## src/rtl/alu_pkg.sv

```systemverilog
// ----------------------------------------------------------------------------
// alu_pkg
// Shared definitions for the execute-stage issuer (alu_issue) and its decoder:
//   - alu_op_e   : 3-bit ALU operation encodings driven on alu_op
//   - OPC_*      : RV32 major opcodes handled by the issuer
//   - state_e    : issuer FSM states
//   - a_sel_e / b_sel_e : operand source selects produced by the decoder
//   - res_kind_e : how the ALU result/flags turn into writeback or branch
//   - branch_cond(): funct3-indexed branch resolution from ALU flags
// No ports (package).
// ----------------------------------------------------------------------------
package alu_pkg;

    typedef enum logic [2:0] {
        ALU_ADD = 3'b000,
        ALU_SUB = 3'b001,
        ALU_OR  = 3'b010,
        ALU_XOR = 3'b011,
        ALU_AND = 3'b100,
        ALU_SRA = 3'b101,
        ALU_SRL = 3'b110,
        ALU_SLL = 3'b111
    } alu_op_e;

    localparam logic [6:0] OPC_OP     = 7'b0110011;
    localparam logic [6:0] OPC_OPIMM  = 7'b0010011;
    localparam logic [6:0] OPC_LUI    = 7'b0110111;
    localparam logic [6:0] OPC_AUIPC  = 7'b0010111;
    localparam logic [6:0] OPC_BRANCH = 7'b1100011;

    typedef enum logic [1:0] {
        ST_IDLE,
        ST_EXEC,
        ST_DONE
    } state_e;

    typedef enum logic [1:0] {
        A_ZERO,
        A_RS1,
        A_PC
    } a_sel_e;

    typedef enum logic [1:0] {
        B_ZERO,
        B_RS2,
        B_IMM
    } b_sel_e;

    typedef enum logic [2:0] {
        RK_ALU,
        RK_SLT,
        RK_SLTU,
        RK_BRANCH,
        RK_ILLEGAL
    } res_kind_e;

    // Branch outcome from the flags of a SUB of rs1 - rs2. Encodings 010/011
    // are rejected by the decoder and never reach here as a branch.
    function automatic logic branch_cond(input logic [2:0] funct3,
                                         input logic       zero,
                                         input logic       u_slt,
                                         input logic       s_slt);
        logic taken;
        taken = 1'b0;
        case (funct3)
            3'b000:  taken = zero;     // BEQ
            3'b001:  taken = !zero;    // BNE
            3'b100:  taken = s_slt;    // BLT
            3'b101:  taken = !s_slt;   // BGE
            3'b110:  taken = u_slt;    // BLTU
            3'b111:  taken = !u_slt;   // BGEU
            default: taken = 1'b0;
        endcase
        return taken;
    endfunction

endpackage

```

## src/rtl/alu_issue_if.sv

```systemverilog
// ----------------------------------------------------------------------------
// alu_issue_if
// Bundles every non-clock signal of the execute-stage issuer:
//   upstream   : in_valid, in_ready, opcode, funct3, funct7b5,
//                rs1_val, rs2_val, imm, pc
//   ALU side   : alu_a, alu_b, alu_op (to ALU); alu_result, alu_zero,
//                alu_u_slt, alu_s_slt (from ALU)
//   downstream : out_valid, out_ready, rd_data, rd_we, br_taken,
//                br_target, illegal
// Modports:
//   slave  - the issuer (alu_issue): consumes instructions and ALU results,
//            produces ALU operands and writeback/branch results
//   master - the surroundings: decode stage, ALU and writeback
// ----------------------------------------------------------------------------
interface alu_issue_if;
    import alu_pkg::*;

    logic        in_valid;
    logic        in_ready;
    logic [6:0]  opcode;
    logic [2:0]  funct3;
    logic        funct7b5;
    logic [31:0] rs1_val;
    logic [31:0] rs2_val;
    logic [31:0] imm;
    logic [31:0] pc;

    logic [31:0] alu_a;
    logic [31:0] alu_b;
    alu_op_e     alu_op;
    logic [31:0] alu_result;
    logic        alu_zero;
    logic        alu_u_slt;
    logic        alu_s_slt;

    logic        out_valid;
    logic        out_ready;
    logic [31:0] rd_data;
    logic        rd_we;
    logic        br_taken;
    logic [31:0] br_target;
    logic        illegal;

    modport slave (
        input  in_valid, opcode, funct3, funct7b5, rs1_val, rs2_val, imm, pc,
        output in_ready,
        output alu_a, alu_b, alu_op,
        input  alu_result, alu_zero, alu_u_slt, alu_s_slt,
        output out_valid, rd_data, rd_we, br_taken, br_target, illegal,
        input  out_ready
    );

    modport master (
        output in_valid, opcode, funct3, funct7b5, rs1_val, rs2_val, imm, pc,
        input  in_ready,
        input  alu_a, alu_b, alu_op,
        output alu_result, alu_zero, alu_u_slt, alu_s_slt,
        input  out_valid, rd_data, rd_we, br_taken, br_target, illegal,
        output out_ready
    );

endinterface

```

## src/rtl/alu_issue_decode.sv

```systemverilog
// ----------------------------------------------------------------------------
// alu_decode
// Combinational decode of a registered RV32 opcode/funct into:
//   alu_op     - ALU operation
//   a_sel      - alu_a source (zero / rs1 / pc)
//   b_sel      - alu_b source (zero / rs2 / imm)
//   shamt_only - alu_b is reduced to the low 5 bits (shift amount)
//   kind       - how the result is consumed (ALU, SLT, SLTU, BRANCH, ILLEGAL)
// Inputs: opcode[6:0], funct3[2:0], funct7b5.
// Configuration macro: ALU_ISSUE_BRANCH_EN enables BRANCH decode; without it
// BRANCH decodes as illegal.
// ----------------------------------------------------------------------------
module alu_decode
    import alu_pkg::*;
(
    input  logic [6:0] opcode,
    input  logic [2:0] funct3,
    input  logic       funct7b5,
    output alu_op_e    alu_op,
    output a_sel_e     a_sel,
    output b_sel_e     b_sel,
    output logic       shamt_only,
    output res_kind_e  kind
);

    // NOTE: every output gets a default before the case so no path through
    // this block leaves a value unassigned (which would infer a latch).
    always_comb begin
        alu_op     = ALU_ADD;
        a_sel      = A_ZERO;
        b_sel      = B_ZERO;
        shamt_only = 1'b0;
        kind       = RK_ILLEGAL;

        case (opcode)
            OPC_OP, OPC_OPIMM: begin
                a_sel = A_RS1;
                b_sel = (opcode == OPC_OP) ? B_RS2 : B_IMM;
                kind  = RK_ALU;
                case (funct3)
                    // funct7b5 on ADDI is just an immediate bit, so only
                    // the register form can select SUB.
                    3'b000: alu_op = (opcode == OPC_OP && funct7b5) ? ALU_SUB : ALU_ADD;
                    3'b001: begin
                        alu_op     = ALU_SLL;
                        shamt_only = 1'b1;
                    end
                    3'b010: begin
                        alu_op = ALU_SUB;
                        kind   = RK_SLT;
                    end
                    3'b011: begin
                        alu_op = ALU_SUB;
                        kind   = RK_SLTU;
                    end
                    3'b100: alu_op = ALU_XOR;
                    3'b101: begin
                        alu_op     = funct7b5 ? ALU_SRA : ALU_SRL;
                        shamt_only = 1'b1;
                    end
                    3'b110: alu_op = ALU_OR;
                    default: alu_op = ALU_AND;
                endcase
            end
            OPC_LUI: begin
                b_sel = B_IMM;
                kind  = RK_ALU;
            end
            OPC_AUIPC: begin
                a_sel = A_PC;
                b_sel = B_IMM;
                kind  = RK_ALU;
            end
`ifdef ALU_ISSUE_BRANCH_EN
            OPC_BRANCH: begin
                if (funct3 != 3'b010 && funct3 != 3'b011) begin
                    a_sel  = A_RS1;
                    b_sel  = B_RS2;
                    alu_op = ALU_SUB;
                    kind   = RK_BRANCH;
                end
            end
`endif
            default: ;
        endcase
    end

endmodule

```

## src/rtl/alu_issue.sv

```systemverilog
// ----------------------------------------------------------------------------
// alu_issue
// Execute-stage issuer for the RV32 core. Accepts one decoded instruction per
// handshake, drives the neighbouring ALU for one cycle from registered
// operands, and turns the ALU result/flags into a writeback value or a branch
// decision. One instruction every three cycles: IDLE (accept), EXEC (ALU),
// DONE (hold result until out_ready).
// Ports:
//   clk   - rising-edge clock
//   rst_n - asynchronous active-low reset
//   bus   - alu_issue_if.slave: upstream handshake + operands, ALU operand
//           and result lines, downstream handshake + results
// Configuration macro: ALU_ISSUE_BRANCH_EN enables branch resolution
// (br_taken, br_target); without it branches are illegal and both branch
// outputs stay 0.
// ----------------------------------------------------------------------------
module alu_issue
    import alu_pkg::*;
(
    input  logic        clk,
    input  logic        rst_n,
    alu_issue_if.slave  bus
);

    state_e      state;

    // Captured instruction; the ALU is fed only from these.
    logic [6:0]  opcode_q;
    logic [2:0]  funct3_q;
    logic        funct7b5_q;
    logic [31:0] rs1_q;
    logic [31:0] rs2_q;
    logic [31:0] imm_q;
    logic [31:0] pc_q;

    // Registered handshake and result outputs.
    logic        in_ready_q;
    logic        out_valid_q;
    logic [31:0] rd_data_q;
    logic        rd_we_q;
    logic        br_taken_q;
    logic [31:0] br_target_q;
    logic        illegal_q;

    alu_op_e     dec_op;
    a_sel_e      a_sel;
    b_sel_e      b_sel;
    logic        shamt_only;
    res_kind_e   kind;

    logic [31:0] a_val;
    logic [31:0] b_raw;
    logic [31:0] b_val;

    logic [31:0] rd_data_d;
    logic        rd_we_d;
    logic        br_taken_d;
    logic [31:0] br_target_d;
    logic        illegal_d;

    alu_decode u_decode (
        .opcode     (opcode_q),
        .funct3     (funct3_q),
        .funct7b5   (funct7b5_q),
        .alu_op     (dec_op),
        .a_sel      (a_sel),
        .b_sel      (b_sel),
        .shamt_only (shamt_only),
        .kind       (kind)
    );

    // Operand select from the captured instruction.
    always_comb begin
        a_val = '0;
        b_raw = '0;
        case (a_sel)
            A_RS1:   a_val = rs1_q;
            A_PC:    a_val = pc_q;
            default: a_val = '0;
        endcase
        case (b_sel)
            B_RS2:   b_raw = rs2_q;
            B_IMM:   b_raw = imm_q;
            default: b_raw = '0;
        endcase
        b_val = shamt_only ? {27'b0, b_raw[4:0]} : b_raw;
    end

    assign bus.alu_a  = a_val;
    assign bus.alu_b  = b_val;
    assign bus.alu_op = dec_op;

    // Result formation from the ALU outputs present during EXEC.
    always_comb begin
        rd_data_d   = '0;
        rd_we_d     = 1'b0;
        br_taken_d  = 1'b0;
        br_target_d = '0;
        illegal_d   = 1'b0;
        case (kind)
            RK_ALU: begin
                rd_data_d = bus.alu_result;
                rd_we_d   = 1'b1;
            end
            RK_SLT: begin
                rd_data_d = {31'b0, bus.alu_s_slt};
                rd_we_d   = 1'b1;
            end
            RK_SLTU: begin
                rd_data_d = {31'b0, bus.alu_u_slt};
                rd_we_d   = 1'b1;
            end
`ifdef ALU_ISSUE_BRANCH_EN
            RK_BRANCH: begin
                br_taken_d  = branch_cond(funct3_q, bus.alu_zero,
                                          bus.alu_u_slt, bus.alu_s_slt);
                // Target adder is local so the ALU stays free for the compare.
                br_target_d = pc_q + imm_q;
            end
`endif
            default: illegal_d = 1'b1;
        endcase
    end

    // NOTE: state registers use non-blocking assignments so every register
    // samples the pre-edge values regardless of statement order.
    always_ff @(posedge clk or negedge rst_n) begin
        if (!rst_n) begin
            state       <= ST_IDLE;
            opcode_q    <= '0;
            funct3_q    <= '0;
            funct7b5_q  <= 1'b0;
            rs1_q       <= '0;
            rs2_q       <= '0;
            imm_q       <= '0;
            pc_q        <= '0;
            in_ready_q  <= 1'b1;
            out_valid_q <= 1'b0;
            rd_data_q   <= '0;
            rd_we_q     <= 1'b0;
            br_taken_q  <= 1'b0;
            br_target_q <= '0;
            illegal_q   <= 1'b0;
        end else begin
            case (state)
                ST_IDLE: begin
                    if (bus.in_valid) begin
                        opcode_q   <= bus.opcode;
                        funct3_q   <= bus.funct3;
                        funct7b5_q <= bus.funct7b5;
                        rs1_q      <= bus.rs1_val;
                        rs2_q      <= bus.rs2_val;
                        imm_q      <= bus.imm;
                        pc_q       <= bus.pc;
                        in_ready_q <= 1'b0;
                        state      <= ST_EXEC;
                    end
                end
                ST_EXEC: begin
                    rd_data_q   <= rd_data_d;
                    rd_we_q     <= rd_we_d;
                    br_taken_q  <= br_taken_d;
                    br_target_q <= br_target_d;
                    illegal_q   <= illegal_d;
                    out_valid_q <= 1'b1;
                    state       <= ST_DONE;
                end
                ST_DONE: begin
                    // Return to IDLE first; a new instruction is only taken
                    // on a later edge.
                    if (bus.out_ready) begin
                        out_valid_q <= 1'b0;
                        in_ready_q  <= 1'b1;
                        state       <= ST_IDLE;
                    end
                end
                default: begin
                    out_valid_q <= 1'b0;
                    in_ready_q  <= 1'b1;
                    state       <= ST_IDLE;
                end
            endcase
        end
    end

    assign bus.in_ready  = in_ready_q;
    assign bus.out_valid = out_valid_q;
    assign bus.rd_data   = rd_data_q;
    assign bus.rd_we     = rd_we_q;
    assign bus.br_taken  = br_taken_q;
    assign bus.br_target = br_target_q;
    assign bus.illegal   = illegal_q;

endmodule

```

## src/flat_wrapper.sv

```systemverilog
// flat-port wrapper written by rule: the top's interface ports become plain ports
module alu_issue_flat import alu_pkg::*;
  (clk, rst_n, bus_in_valid, bus_opcode, bus_funct3, bus_funct7b5, bus_rs1_val, bus_rs2_val, bus_imm, bus_pc, bus_in_ready, bus_alu_a, bus_alu_b, bus_alu_op, bus_alu_result, bus_alu_zero, bus_alu_u_slt, bus_alu_s_slt, bus_out_valid, bus_rd_data, bus_rd_we, bus_br_taken, bus_br_target, bus_illegal, bus_out_ready);
  alu_issue_if bus_i ();
  input  logic clk;
  input  logic rst_n;
  input wire logic [$bits(bus_i.in_valid)-1:0] bus_in_valid;
  input wire logic [$bits(bus_i.opcode)-1:0] bus_opcode;
  input wire logic [$bits(bus_i.funct3)-1:0] bus_funct3;
  input wire logic [$bits(bus_i.funct7b5)-1:0] bus_funct7b5;
  input wire logic [$bits(bus_i.rs1_val)-1:0] bus_rs1_val;
  input wire logic [$bits(bus_i.rs2_val)-1:0] bus_rs2_val;
  input wire logic [$bits(bus_i.imm)-1:0] bus_imm;
  input wire logic [$bits(bus_i.pc)-1:0] bus_pc;
  output wire logic [$bits(bus_i.in_ready)-1:0] bus_in_ready;
  output wire logic [$bits(bus_i.alu_a)-1:0] bus_alu_a;
  output wire logic [$bits(bus_i.alu_b)-1:0] bus_alu_b;
  output wire logic [$bits(bus_i.alu_op)-1:0] bus_alu_op;
  input wire logic [$bits(bus_i.alu_result)-1:0] bus_alu_result;
  input wire logic [$bits(bus_i.alu_zero)-1:0] bus_alu_zero;
  input wire logic [$bits(bus_i.alu_u_slt)-1:0] bus_alu_u_slt;
  input wire logic [$bits(bus_i.alu_s_slt)-1:0] bus_alu_s_slt;
  output wire logic [$bits(bus_i.out_valid)-1:0] bus_out_valid;
  output wire logic [$bits(bus_i.rd_data)-1:0] bus_rd_data;
  output wire logic [$bits(bus_i.rd_we)-1:0] bus_rd_we;
  output wire logic [$bits(bus_i.br_taken)-1:0] bus_br_taken;
  output wire logic [$bits(bus_i.br_target)-1:0] bus_br_target;
  output wire logic [$bits(bus_i.illegal)-1:0] bus_illegal;
  input wire logic [$bits(bus_i.out_ready)-1:0] bus_out_ready;
  assign bus_i.in_valid = bus_in_valid;
  assign bus_i.opcode = bus_opcode;
  assign bus_i.funct3 = bus_funct3;
  assign bus_i.funct7b5 = bus_funct7b5;
  assign bus_i.rs1_val = bus_rs1_val;
  assign bus_i.rs2_val = bus_rs2_val;
  assign bus_i.imm = bus_imm;
  assign bus_i.pc = bus_pc;
  assign bus_in_ready = bus_i.in_ready;
  assign bus_alu_a = bus_i.alu_a;
  assign bus_alu_b = bus_i.alu_b;
  assign bus_alu_op = bus_i.alu_op;
  assign bus_i.alu_result = bus_alu_result;
  assign bus_i.alu_zero = bus_alu_zero;
  assign bus_i.alu_u_slt = bus_alu_u_slt;
  assign bus_i.alu_s_slt = bus_alu_s_slt;
  assign bus_out_valid = bus_i.out_valid;
  assign bus_rd_data = bus_i.rd_data;
  assign bus_rd_we = bus_i.rd_we;
  assign bus_br_taken = bus_i.br_taken;
  assign bus_br_target = bus_i.br_target;
  assign bus_illegal = bus_i.illegal;
  assign bus_i.out_ready = bus_out_ready;
  alu_issue u_core (.clk(clk), .rst_n(rst_n), .bus(bus_i));
endmodule
```

## config.mk

```make
export PLATFORM = sky130hd
export DESIGN_NAME = alu_issue_flat
export DESIGN_NICKNAME = d
export VERILOG_FILES = /design/src/rtl/alu_pkg.sv /design/src/rtl/alu_issue_if.sv /design/src/rtl/alu_issue_decode.sv /design/src/rtl/alu_issue.sv /design/src/flat_wrapper.sv
export SDC_FILE = /design/constraint.sdc
export NUM_CORES = 1
export LEC_CHECK = 0
export CAP_MARGIN = 20
export CORE_MARGIN = 8
export CORE_UTILIZATION = 36
export DETAILED_ROUTE_END_ITERATION = 6
export HOLD_SLACK_MARGIN = 0.02
export PLACE_DENSITY = 0.7
export SLEW_MARGIN = 10
export SYNTH_ARGS = -nofsm -noshare
export SYNTH_HDL_FRONTEND = slang
export SYNTH_SLANG_ARGS = --single-unit
```

## constraint.sdc

```tcl
create_clock -name clk -period 3.1 [get_ports clk]
set_input_delay 0.31 -clock clk [delete_from_list [all_inputs] [get_ports clk]]
set_output_delay 0.31 -clock clk [all_outputs]
set_load 0.02 [all_outputs]
```

==> results of run 1 <==
[logic make-up after synthesis]
| group | after synthesis | synth area share, % |
|---|---|---|
| AND/OR/NAND/NOR | 180 | 9.09 |
| adder cells (fa/ha/maj) | 2 | 0.316 |
| AO/OA/AOI/OAI | 109 | 8.49 |
| other | 1 | 0.0474 |
| buffers and inverters | 83 | 6.18 |
| flip-flops | 177 | 56.0 |
| multiplexers | 140 | 19.9 |
[registers in the layout, summed over array words and instances, names as in the netlist, 2 cells and up]
signal              count
u_core.funct3_q         3
u_core.opcode_q         7
u_core.rs1_q           32
u_core.state            2
u_core.rs2_q           32
u_core.pc_q            32
u_core.bus.rd_data     32
u_core.imm_q           32
[routing by layer]
| metal | track usage [%] | vias to the layer above | part of all wire [%] |
|---|---|---|---|
| met1 | 19.9 | 2979 | 41 |
| li1 | - | 2851 | - |
| met4 | 4.55 | 2 | 1.7 |
| met5 | 0 | - | 0.039 |
| met2 | 27.5 | 203 | 48 |
| met3 | 6.49 | 23 | 9.6 |
[placed cells by master (no fill, tap or decap), drive strengths merged, types with 4 or more instances in the layout]
cell / n
mux2: 138
a22oi: 32
clkbuf: 18
buf: 20
clkinvlp: 4
dfrtp: 176
o21ai: 34
inv: 11
dlygate4sd2: 32
clkdlybuf4s50: 244
nor2: 36
conb: 33
nand2: 133
a21oi: 34
[where the power goes]
part,leakage (nW),internal [mW],total [mW],switching (mW)
sequential,2.14,3.32,3.89,0.560
combinational,2.40,1.45,2.82,1.37
clock,0.261,1.06,2.06,1.00
[final timing paths]
check	from	to	slack, ns	cells after the start
hold / removal	rst_n	u_core.pc_q[21]	0.41	2
hold reg to reg	u_core.bus.rd_we	u_core.bus.rd_we	0.48	2
max in group asynchronous	rst_n	u_core.bus.in_ready	1.83	3
min in group clk	bus_alu_result[30]	u_core.bus.rd_data[30]	0.42	3
setup / recovery	u_core.opcode_q[3]	bus_alu_a[9]	0.18	8
setup reg to reg	u_core.state[0]	u_core.imm_q[31]	1.32	3
[worst max-delay path: cells and delay by family, from the launching register on]
kind / cells / cell delay, ns
adder cells (fa/ha/maj): 1 / 0.21
AO/OA/AOI/OAI: 1 / 0.21
flip-flops: 1 / 0.38
AND/OR/NAND/NOR: 4 / 0.86
buffers and inverters: 2 / 0.52
[cell type report]
cell class	instances	area share, %
sequential	177	38.7
multi-input combinational	464	27.3
clock buffer	18	3.75
antenna	1	0.0218
clock inverter	14	1.08
timing repair buffer	299	26.0
tap	280	3.06
inverter	4	0.131
[stage by stage]
stage	total power, mW	std cells	hold slack [ns]
global route	9.35	1256	0.416
floorplan	5.76	724	0.0144
detailed placement	6.77	1222	0.322
global placement	6.66	1222	0.323
finish	8.76	1257	0.415
CTS	8.87	1256	0.409
[repair_timing]
| action | in CTS | in global routing |
|---|---|---|
| buffers inserted | 1 | 0 |
| setup endpoints to repair | 41 | 3 |
| hold buffers | 1 | 0 |
| hold endpoints to repair | 55 | 0 |
| resized for setup | 32 | 5 |
| pin swaps | 1 | 0 |
==> results.cfg, run 1 <==
[logic_synthesis]
ys_async_sr_fraction_pct = 100
synth_edf_count = 0
synth.top_cell.area_share_pct = 55.7
synth_top_area_cell = dfrtp_1
syn_inst = 692
syn_area_sq_um = 7910
ys_seq_area_share_pct = 56.0
ys_ff_latch = 177
netlist_top_cells_area = dfrtp_1, mux2_1, mux2_2
ys_warn_count = 0
synth_common_cells = dfrtp_1, nand2_1, mux2_1
yosys.cell_count.top_type = dfrtp_1
avgSynthCellArea_sq_um = 11.4
synth_top_flop_cell = dfrtp_1
synth.distinct_cells = 32

[final_layout]
nets = 1143
areaGrowthSynthToFinish_pct = 44.8
fin_util_pct = 52.8
final_area_sq_um = 11500
drive_gt1_share_pct = 12.4
nFillCells = 1967
regArea_sq_um = 4430
multi_input_area_sq_um = 3130

[floorplan]
pin_count = 314
die_area_sq_um = 27000
start_util_pct = 36.5
die_x_um = 164
core_sq_um = 21700
rows = 54
die_h_um = 164

[route]
antenna_left = 0
drt_iter0_drc = 311
wl_per_cell_um = 18.2
vias = 6058
post_drt_via_cell_ratio = 4.82
drc = 0
drt_pre_antenna_iters = 4
wl_mm = 22.9

[place]
placed_cell_area_sq_um = 10900
globalplace.congestion = 0.751
place_ws_ns = 0.360
hpwl_mm = 16.4
io_buffers = 279

[sta]
rsz0062_at_grt = no
finalSetupTns_ns = 0
maxSlewHeadroom_pct = 63.5
period_minus_slack_ns = 2.92
worstMarginPinSlew_ns = 0.547
final_max_slew_viol_count = 0
layout_setup_ws_ns = 0.178
skew_ns = 0.0146
period_share_pct = 94.2
finalHoldViolCount = 0
setup_violations = 0
fmax_mhz = 342

[global_routing]
antenna_found_initial = 1
grt_pass1_wl_mm = 35.1
grt-ovfl-total = 0
track_usage_pct = 16.6
grt_pass1_vias = 6190
grt_max_degree = 72

[worst_setup_path]
crit_chain = and4bb_4, nand2_1, or2_2, ha_1, buf_12, a22oi_1, nor2_1, dlygate4sd2_1
critPathRequiredTime_ns = 2.79
worstPathMaxFanout = 32
crit_path_start_kind = flop
cp-end-kind = output pin
cpPeakStageDelay_ns = 0.39
cp_slowest_cell = and4bb_4
crit_type = flop to output pin
crit_arrival_ns = 2.61

[clocking]
clk_pin_slew_ns = 0.07
cts_tree = yes
insertion_delay_ns = 0.42
clock_sinks = 177
htreeDepth = 4
numCtsBuffers = 17
cts_buffer_depth = 2
cts_root_buffer = clkbuf_16

[worst_hold_path]
hold_class = input port to async pin

[power]
irDropWorstVdd_mv = 0.418
power.density_nw_per_um2 = 765
leakagePower_nw = 4.80

[status]
status = completed

[job]
drv_cap = 0
Note: power is estimated with default switching activity, not from simulation.
==> inputs of run 2 (changes only) <==
CORE_UTILIZATION = 47   (was 36)
CTS_CLUSTER_DIAMETER = 150   (was unset)
PLACE_DENSITY = 0.88   (was 0.7)
==> run 2 against run 1 <==
Effect of this change: maximum frequency shrank 0.34%; die area shrank 21%; design area shrank 0.81%; core utilization grew 16 points; highest routed layer unchanged; combinational power is essentially flat; non-clock buffer count shrank 5; first-iteration DRC count shrank 16%; cell count shrank 5.0%; hold slack gained 0.020 ns; clock skew shrank 0.0071 ns; global-route usage grew 4.5 points; routed wire length shrank 2.1%.
==> results.cfg, run 2 (same netlist as run 1, synthesis figures left out) <==
[global_routing]
track_usage_pct = 21.2
antenna_found_initial = 4
grt_max_degree = 80
grt_pass1_wl_mm = 35.9
grt_pass1_vias = 6508
grt-ovfl-total = 0

[clocking]
clk_pin_slew_ns = 0.07
numCtsBuffers = 17
cts_buffer_depth = 2
htreeDepth = 4
post_cts.repair.setup_buffers = 0
clock_sinks = 177
cts_root_buffer = clkbuf_16
insertion_delay_ns = 0.42
cts_tree = yes

[final_layout]
nFillCells = 1235
final_cell_mix = clkdlybuf4s50_1, dfrtp_1, nand2_1, mux2_1, mux2_2
areaGrowthSynthToFinish_pct = 43.6
drive_gt1_share_pct = 11.9
nets = 1138
final_common_cell = clkdlybuf4s50_1

[sta]
setup_violations = 0
finalHoldViolCount = 0
rsz0062_at_grt = no
finalSetupTns_ns = 0
worstMarginPinSlew_ns = 0.974
final_max_slew_viol_count = 0
skew_ns = 0.00752
fmax_mhz = 341
period_share_pct = 94.6
maxSlewHeadroom_pct = 34.8
period_minus_slack_ns = 2.93

[route]
drc = 0
drt_iter0_drc = 260
wl_per_cell_um = 18.8
antenna_left = 0
post_drt_via_cell_ratio = 5.13
vias = 6122
wl_mm = 22.5
drt_pre_antenna_iters = 5

[status]
status = completed

[job]
drv_cap = 0

[power]
power.density_nw_per_um2 = 771
leakagePower_nw = 4.75
power.total_mw = 8.76
irDropWorstVdd_mv = 0.424

[worst_setup_path]
worstPathMaxFanout = 32
crit_arrival_ns = 2.62
critPathRequiredTime_ns = 2.79
cpPeakStageDelay_ns = 0.41
endpoint = bus_alu_a[1]
rr_endpoint = u_core.bus.rd_data[17]
cp-end-kind = output pin
ff2ff_path_depth = 3
startpoint = u_core.opcode_q[3]
crit_path_start_kind = flop
reg2reg_from = u_core.opcode_q[2]
crit_chain = and4bb_4, nand2_4, or2_2, ha_1, buf_12, a22oi_1, nor2_1, dlygate4sd2_1
cp_slowest_cell = and4bb_4
crit_type = flop to output pin
rrSetupSlack_ns = 1.06

[floorplan]
pin_count = 314
rows = 47
die_h_um = 146
start_util_pct = 47.9
die_area_sq_um = 21200
core_sq_um = 16500
die_x_um = 146

[place]
hpwl_mm = 16.2
globalplace.congestion = 0.761
io_buffers = 279

[worst_hold_path]
hold_class = input port to flop
[run 2: layout make-up]
class / instances / area (sq um) / share of cell area [%]
clock buffers: 20 / 447 / 3.93
clock inverters: 12 / 108 / 0.947
multi-input cells: 464 / 3140 / 27.6
well taps: 220 / 275 / 2.42
inverters: 4 / 15.0 / 0.132
flip-flops and latches: 177 / 4430 / 39.0
diodes: 3 / 7.51 / 0.0661
repair buffers: 294 / 2940 / 25.9
[run 2: worst min path at each step]
stage / slack, ns / depth (start not counted) / startpoint / endpoint
after detailed placement: 0.40 / 1 / rst_n / u_core.bus.rd_data[5]
after floorplan: 0.01 / 0 / rst_n / u_core.bus.illegal
after global placement: 0.41 / 1 / rst_n / u_core.bus.rd_data[5]
final: 0.43 / 3 / bus_alu_result[26] / u_core.bus.rd_data[26]
after global routing: 0.43 / 3 / bus_alu_result[26] / u_core.bus.rd_data[26]
after CTS: 0.42 / 3 / bus_alu_result[26] / u_core.bus.rd_data[26]
[run 2: report_power, final]
group	internal [mW]	switching, mW
Sequential	3.33	0.608
Clock	1.13	0.903
Combinational	1.44	1.35
[run 2: per-stage QoR]
stage	setup WS, ns	util (%)	hold slack, ns	cell area [sq um]	std cells
2_1_floorplan	0.769	-	0.0144	8030	724
3_3_place_gp	0.239	65.5	0.405	10800	1158
3_5_place_dp	0.235	65.5	0.405	10800	1158
4_1_cts	0.0378	68.7	0.416	11300	1191
5_1_grt	0.0341	68.8	0.426	11400	1194
6_report	0.168	68.8	0.435	11400	1194
[run 2: worst max-delay path, delay by kind of cell (launching register included)]
| kind | cells | cell delay [ns] |
|---|---|---|
| buffers and inverters | 2 | 0.51 |
| adders and majority gates | 1 | 0.21 |
| AOI/OAI and AO/OA | 1 | 0.22 |
| and+or+nand+nor | 4 | 0.87 |
| DFF | 1 | 0.37 |
[run 2: per-layer routing]
metal,vias up,track usage [%],share of wire [%]
met1,3012,23.2,38
li1,2830,-,-
met5,-,0,0.045
met3,41,8.74,8.8
met4,2,9.21,3.1
met2,237,35.4,50
[run 2: timing repair]
action                     in CTS  in global routing
gates cloned                    0                  0
hold endpoints to repair       75                  0
setup endpoints to repair      33                 31
gates resized for setup        34                  2
hold buffers                    1                  0
